===== src/rtl/alu_half_sequencer_pkg.sv =====
// ============================================================================
// Module : alu_half_sequencer_pkg
// Brief  : Shared types and helpers for the two-pass ALU half sequencer.
// Rev    : 1.0  initial release
// ============================================================================
`default_nettype none

package alu_half_sequencer_pkg;

  typedef enum logic [3:0] {
    ALU_OP_AND = 4'd0,
    ALU_OP_OR  = 4'd1,
    ALU_OP_XOR = 4'd2,
    ALU_OP_ADD = 4'd3,
    ALU_OP_SUB = 4'd4,
    ALU_OP_SLL = 4'd5,
    ALU_OP_SRL = 4'd6,
    ALU_OP_SRA = 4'd7,
    ALU_OP_EQ  = 4'd8,
    ALU_OP_LT  = 4'd9,
    ALU_OP_LTU = 4'd10
  } cs_alu_op;

  typedef enum logic [1:0] {
    IDLE  = 2'd0,
    PASS1 = 2'd1,
    PASS2 = 2'd2,
    DONE  = 2'd3
  } alu_seq_state_e;

  // Right shifts must see the high half first so its spill feeds the low half.
  function automatic logic is_hi_first(input cs_alu_op op);
    return (op == ALU_OP_SRL) || (op == ALU_OP_SRA);
  endfunction

  function automatic logic is_shift_op(input cs_alu_op op);
    return (op == ALU_OP_SLL) || (op == ALU_OP_SRL) || (op == ALU_OP_SRA);
  endfunction

  function automatic logic is_cmp_op(input cs_alu_op op);
    return (op == ALU_OP_EQ) || (op == ALU_OP_LT) || (op == ALU_OP_LTU);
  endfunction

endpackage

`default_nettype wire


===== src/rtl/alu_half_sequencer_splitter.sv =====
// ============================================================================
// Module : alu_operand_splitter
// Brief  : Selects operand halves and shift amount for each slice pass.
// Rev    : 1.0  initial release
// ============================================================================
`default_nettype none

module alu_operand_splitter
  import alu_half_sequencer_pkg::*;
#(
  parameter int HALF_W = 16
) (
  input  cs_alu_op              op,
  input  logic [2*HALF_W-1:0]   a,
  input  logic [2*HALF_W-1:0]   b,
  input  alu_seq_state_e        state,
  output logic                  first_cycle,
  output logic [HALF_W-1:0]     half_a,
  output logic [HALF_W-1:0]     half_b
);

  localparam int SHAMT_W = $clog2(2 * HALF_W);

  logic [HALF_W-1:0]  w_a_lo;
  logic [HALF_W-1:0]  w_a_hi;
  logic [HALF_W-1:0]  w_b_lo;
  logic [HALF_W-1:0]  w_b_hi;
  logic [HALF_W-1:0]  w_a_first;
  logic [HALF_W-1:0]  w_a_second;
  logic [SHAMT_W-1:0] w_shamt;
  logic               w_shift;
  logic               w_far;

  assign w_a_lo     = a[HALF_W-1:0];
  assign w_a_hi     = a[2*HALF_W-1:HALF_W];
  assign w_b_lo     = b[HALF_W-1:0];
  assign w_b_hi     = b[2*HALF_W-1:HALF_W];
  assign w_a_first  = is_hi_first(op) ? w_a_hi : w_a_lo;
  assign w_a_second = is_hi_first(op) ? w_a_lo : w_a_hi;
  assign w_shamt    = b[SHAMT_W-1:0];
  assign w_shift    = is_shift_op(op);
  assign w_far      = w_shamt[SHAMT_W-1];

  always_comb begin
    first_cycle = 1'b0;
    half_a      = '0;
    half_b      = '0;
    case (state)
      PASS1: begin
        first_cycle = 1'b1;
        half_a      = w_a_first;
        half_b      = w_shift ? HALF_W'(w_shamt) : w_b_lo;
      end
      PASS2: begin
        if (w_shift && w_far) begin
          // Whole-half shift: restart on the same source half with the residual amount.
          first_cycle = 1'b1;
          half_a      = w_a_first;
          half_b      = HALF_W'(w_shamt[SHAMT_W-2:0]);
        end else if (w_shift) begin
          half_a = w_a_second;
          half_b = HALF_W'(w_shamt);
        end else begin
          half_a = w_a_second;
          half_b = w_b_hi;
        end
      end
      default: begin
        first_cycle = 1'b0;
      end
    endcase
  end

endmodule

`default_nettype wire


===== src/rtl/alu_half_sequencer.sv =====
// ============================================================================
// Module : alu_half_sequencer
// Brief  : Runs a 32-bit operation as two passes over the 16-bit ALU slice.
//          Optional macro CMP_EARLY_EXIT_EN: EQ finishes after PASS1 on a
//          low-half mismatch.
// Rev    : 1.0  initial release
// ============================================================================
`default_nettype none

module alu_half_sequencer
  import alu_half_sequencer_pkg::*;
#(
  parameter int HALF_W = 16
) (
  input  logic                clk,
  input  logic                rst_n,
  input  logic                in_valid,
  output logic                in_ready,
  input  cs_alu_op            in_op,
  input  logic                in_cmp_flip,
  input  logic [2*HALF_W-1:0] in_a,
  input  logic [2*HALF_W-1:0] in_b,
  output logic                alu_first_cycle,
  output cs_alu_op            alu_op,
  output logic                alu_cmp_flip,
  output logic [HALF_W-1:0]   alu_a,
  output logic [HALF_W-1:0]   alu_b,
  input  logic [HALF_W-1:0]   alu_result,
  input  logic                alu_cmp_result,
  input  logic                alu_cmp_valid,
  output logic                out_valid,
  input  logic                out_ready,
  output logic [2*HALF_W-1:0] out_result,
  output logic                out_cmp
);

  localparam int XLEN = 2 * HALF_W;

  alu_seq_state_e    r_state;
  alu_seq_state_e    w_next;
  cs_alu_op          r_op;
  logic              r_cmp_flip;
  logic [XLEN-1:0]   r_a;
  logic [XLEN-1:0]   r_b;
  logic [XLEN-1:0]   r_result;
  logic              r_cmp;
  logic              w_accept;
  logic              w_in_pass;
  logic              w_split_first;
  logic [HALF_W-1:0] w_split_a;
  logic [HALF_W-1:0] w_split_b;

  assign in_ready  = (r_state == IDLE) || ((r_state == DONE) && out_ready);
  assign w_accept  = in_valid && in_ready;
  assign w_in_pass = (r_state == PASS1) || (r_state == PASS2);

  alu_operand_splitter #(
    .HALF_W (HALF_W)
  ) u_splitter (
    .op          (r_op),
    .a           (r_a),
    .b           (r_b),
    .state       (r_state),
    .first_cycle (w_split_first),
    .half_a      (w_split_a),
    .half_b      (w_split_b)
  );

  always_ff @(posedge clk or negedge rst_n) begin
    if (!rst_n) begin
      r_state <= IDLE;
    end else begin
      r_state <= w_next;
    end
  end

  always_comb begin
    w_next          = r_state;
    alu_first_cycle = 1'b0;
    alu_op          = ALU_OP_AND;
    alu_cmp_flip    = 1'b0;
    alu_a           = '0;
    alu_b           = '0;
    out_valid       = 1'b0;
    case (r_state)
      IDLE: begin
        if (w_accept) w_next = PASS1;
      end
      PASS1: begin
`ifdef CMP_EARLY_EXIT_EN
        if ((r_op == ALU_OP_EQ) && alu_cmp_valid) w_next = DONE;
        else                                      w_next = PASS2;
`else
        w_next = PASS2;
`endif
      end
      PASS2: begin
        w_next = DONE;
      end
      DONE: begin
        out_valid = 1'b1;
        if (out_ready) w_next = in_valid ? PASS1 : IDLE;
      end
      default: begin
        w_next = IDLE;
      end
    endcase
    // The slice only sees real operands while a pass is in flight.
    if (w_in_pass) begin
      alu_first_cycle = w_split_first;
      alu_op          = r_op;
      alu_cmp_flip    = r_cmp_flip;
      alu_a           = w_split_a;
      alu_b           = w_split_b;
    end
  end

  always_ff @(posedge clk or negedge rst_n) begin
    if (!rst_n) begin
      r_op       <= ALU_OP_AND;
      r_cmp_flip <= 1'b0;
      r_a        <= '0;
      r_b        <= '0;
      r_result   <= '0;
      r_cmp      <= 1'b0;
    end else if (w_accept) begin
      r_op       <= in_op;
      r_cmp_flip <= in_cmp_flip;
      r_a        <= in_a;
      r_b        <= in_b;
      r_result   <= '0;
      r_cmp      <= 1'b0;
    end else if (w_in_pass) begin
      // PASS1 fills the half it read first; PASS2 fills the other one.
      if ((r_state == PASS1) == is_hi_first(r_op)) begin
        r_result[XLEN-1:HALF_W] <= alu_result;
      end else begin
        r_result[HALF_W-1:0] <= alu_result;
      end
      if (alu_cmp_valid) r_cmp <= alu_cmp_result;
    end
  end

  always_comb begin
    out_result = '0;
    out_cmp    = 1'b0;
    if (out_valid) begin
      if (is_cmp_op(r_op)) begin
        out_result = {{(XLEN-1){1'b0}}, r_cmp};
        out_cmp    = r_cmp;
      end else begin
        out_result = r_result;
      end
    end
  end

endmodule

`default_nettype wire


===== config.mk =====
export PLATFORM = sky130hd
export DESIGN_NAME = alu_half_sequencer
export DESIGN_NICKNAME = d
export VERILOG_FILES = /design/src/rtl/alu_half_sequencer_pkg.sv /design/src/rtl/alu_half_sequencer_splitter.sv /design/src/rtl/alu_half_sequencer.sv
export SDC_FILE = /design/constraint.sdc
export NUM_CORES = 1
export LEC_CHECK = 0
export CAP_MARGIN = 0
export CORE_ASPECT_RATIO = 1.4
export CORE_MARGIN = 4
export CORE_UTILIZATION = 45
export DETAILED_ROUTE_END_ITERATION = 6
export DONT_BUFFER_PORTS = 1
export PLACE_DENSITY = 0.65
export SYNTH_ARGS = -nofsm -noshare
export SYNTH_HDL_FRONTEND = slang
export SYNTH_SLANG_ARGS = --single-unit

===== constraint.sdc =====
create_clock -name clk -period 2.1 [get_ports clk]
set_clock_uncertainty 0.15 [all_clocks]
set_input_delay 0.21 -clock clk [delete_from_list [all_inputs] [get_ports clk]]
set_output_delay 0.21 -clock clk [all_outputs]
set_load 0.05 [all_outputs]

==> flow_summary_export.csv <==
group,metric,value,unit
floorplanning,std_cell_rows,46,
pwr,ir_drop,0.00132,V
floorplanning,die_w,99.0,um
placed_design,place.gp.congestion,0.769,
final_layout,area_delta_synth_final,71.4,%
floorplanning,initial_core_util,46.0,%
sta,holdWs,-0.593,ns
pwr,p_switching,7.95,mW
floorplanning,die-area,13400,sq um
clock_tree,h-tree-depth,3,
yosys,yosysWarnings,0,
route,avgRoutedWirePerCell,22.1,um
clock_tree,cts_made_buffers,9,
pwr,internal_power,10.1,mW
placed_design,placed_cell_area,6660,sq um
worst_setup_path,critPathMaxFanout,8,
global_routing,antenna_found_initial,0,
global_routing,grt_use_total,23.4,%
worst_setup_path,worst_r2r_path_depth,8,
yosys,syn_area_per_cell,11.9,sq um
final_layout,drive_above_1_share,51.3,%
floorplanning,io_pins,164,
yosys,syn_inst,438,
worst_setup_path,r2r-start,"r_state[1]",
pwr,clockPowerShare,9.8,%
final_layout,layout_commonest_cell,"dfrtp_1",
clock_tree,cts-root-buf,"clkbuf_16",
route,vias_per_cell,5.45,
sta,worstMarginPinSlew,0.446,ns
yosys,synthArstFlopShare,100,%
global_routing,grt_pass1_wl,24300,um
route,wl,17200,um
route,antenna_left,0,
route,via_count,4252,
worst_setup_path,cp.required,1.74,ns
route,drc,0,
yosys,syn_area,5220,sq um
worst_setup_path,end_kind,"output pin",
yosys,synth-seq-cells,104,
route,firstDrtPassIters,4,
yosys,synth_flop_cell,"dfrtp_1",
floorplanning,core_area,11300,sq um
floorplanning,die_y,135,um
global_routing,grt_max_degree,105,
global_routing,grt_overflow,0,
worst_setup_path,critPathLaunchType,"register",
run_status,status,"finished with violations",
sta,finalHoldViolations,104,
clock_tree,clockBufferDepth,2,
final_layout,finalNetCount,726,
sta,setup_violations,152,
final_layout,nFillCells,609,
worst_setup_path,r2r-end,"r_b[1]",
final_layout,final_cell_mix,"dfrtp_1, dlygate4sd3_1, nand2_1, buf_12",
sta,tns,-14.99,ns
worst_setup_path,regToRegSetupSlack,-0.13,ns
final_layout,fin_cells,780,
route,dr.first_iter.drc_count,170,
yosys,yosysSeqAreaShare,49.9,%
pwr,seqPwrFrac,20.6,%
sta,min_period_over_period,114,%
worst_setup_path,arrival,2.03,ns
sta,slew_headroom,69.5,%
yosys,synth_cell_type_count,44,
flow_run,drv_cap,0,
pwr,powerDensity,2020,nW/um^2
clock_tree,path_clk_slew,0.07,ns
sta,slew_viol_final,0,
clock_tree,holdBufCountCts,89,
pwr,p_comb_share,69.5,%
sta,layout_setup_ws,-0.291,ns
sta,fin_crit,2.39,ns
clock_tree,clock_latency,0.35,ns
yosys,synth_edf_count,0,
run_status,failed_checks,"negative hold slack, negative setup slack",
pwr,leakage,3.87,nW
pwr,swShare,43.9,%
sta,fmax,418,MHz
global_routing,grt_pass1_vias,4579,
placed_design,io_buffers,0,
yosys,syn-num-nets,534,
clock_tree,cts_sinks,104,
hold_path,hold_class,"input pin to asynchronous set/reset pin",
worst_setup_path,path_class,"register to output pin",
placed_design,dp_cells,642,
placed_design,dp_hpwl,9160,um
sta,rsz0062_at_grt,"true",
clock_tree,cts_tree,"yes",
final_layout,final_area,8940,sq um
==> area by class of cell <==
| class | instances | area [sq um] | area share [%] |
|---|---|---|---|
| well taps | 144 | 180 | 2.01 |
| clock buffers | 10 | 239 | 2.67 |
| repair buffers | 209 | 2910 | 32.5 |
| inverters | 5 | 21.3 | 0.238 |
| flip-flops and latches | 104 | 2600 | 29.1 |
| multi-input cells | 301 | 2920 | 32.6 |
| clock inverters | 6 | 76.3 | 0.853 |
| diodes | 1 | 2.50 | 0.0280 |
==> power by group through the flow <==
stage | Combinational (mW) | Sequential, mW | Clock, mW
2_1_floorplan | 6.75 | 3.41 | 0
3_5_place_dp | 9.75 | 3.59 | 0
3_3_place_gp | 9.55 | 3.54 | 0
6_report | 12.6 | 3.74 | 1.77
4_1_cts | 11.6 | 3.64 | 1.79
5_1_grt | 13.1 | 3.83 | 1.88
==> layer usage <==
| metal | vias to the layer above | GRT usage, % | part of all wire, % |
|---|---|---|---|
| li1 | 1895 | - | - |
| met4 | 0 | 10.8 | 2.8 |
| met5 | - | 0 | 0 |
| met1 | 2172 | 26.4 | 35 |
| met2 | 148 | 42.0 | 57 |
| met3 | 37 | 4.84 | 4.9 |
==> how the worst max path moves through the flow <==
stage	startpoint	end	slack, ns	depth (start not counted)
floorplan	r_state[1]	r_a[17]	-0.16	7
global placement	r_state[0]	alu_a[2]	-0.05	7
detailed placement	r_state[1]	alu_a[4]	-0.15	5
CTS	r_state[1]	alu_a[11]	-0.31	7
global route	r_state[1]	alu_a[15]	-0.35	7
finish	r_state[1]	alu_a[15]	-0.29	7
==> kinds of logic (layout without fill, tap and decap cells) <==
| group | Yosys count | count (layout) | share of synthesized area (%) |
|---|---|---|---|
| simple gates | 137 | 139 | 12.3 |
| flops | 104 | 104 | 49.9 |
| compound gates | 79 | 79 | 11.6 |
| mux | 78 | 78 | 19.9 |
| buf+inv | 35 | 230 | 5.23 |
| fa+ha+maj | 5 | 5 | 1.20 |
| other cells | 0 | 1 | 0 |
==> flip-flops by register name (all words and copies together), names as in the netlist <==
signal      count
r_result       32
r_cmp_flip      1
r_a            32
r_op            4
r_b            32
r_cmp           1
r_state         2
==> through the flow <==
| stage | hold slack (ns) | power, mW | setup slack (ns) | util [%] |
|---|---|---|---|---|
| floorplan | -0.236 | 10.2 | -0.160 | - |
| global placement | -0.231 | 13.1 | -0.0535 | 58.8 |
| detailed placement | -0.230 | 13.3 | -0.146 | 58.8 |
| CTS | -0.607 | 17.1 | -0.309 | 75.0 |
| global route | -0.615 | 18.8 | -0.350 | 78.9 |
| finish | -0.593 | 18.1 | -0.291 | 78.9 |
==> worst max-delay path: stages, from the launching register on <==
cell and delay [ns]:
dfrtp_1 0.42, inv_2 0.10, ha_4 0.31, buf_6 0.11, a21boi_4 0.27, buf_12 0.18, a22o_4 0.15, buf_12 0.13
==> cell usage after synthesis, types with 5 or more instances <==
master	n	area, sq um
buf_6	13	146
buf_2	6	30.0
and2_1	35	219
ha_1	5	62.6
nor2_1	14	52.6
a22o_1	16	140
mux2_4	32	480
mux2i_1	5	50.1
inv_1	5	18.8
a21oi_2	10	87.6
a22oi_1	11	82.6
nand2_1	76	285
a21oi_1	24	120
clkbuf_1	6	22.5
mux2_2	37	417
dfrtp_1	104	2600
o21ai_0	5	25.0
==> repair_timing <==
action | in CTS | in global routing
hold endpoints to repair | 207 | 104
gates resized for setup | 109 | 49
gates cloned | 7 | 12
setup endpoints to repair | 71 | 136
pin swaps | 35 | 31
buffers inserted | 12 | 7
(Power assumes the default switching activity.)
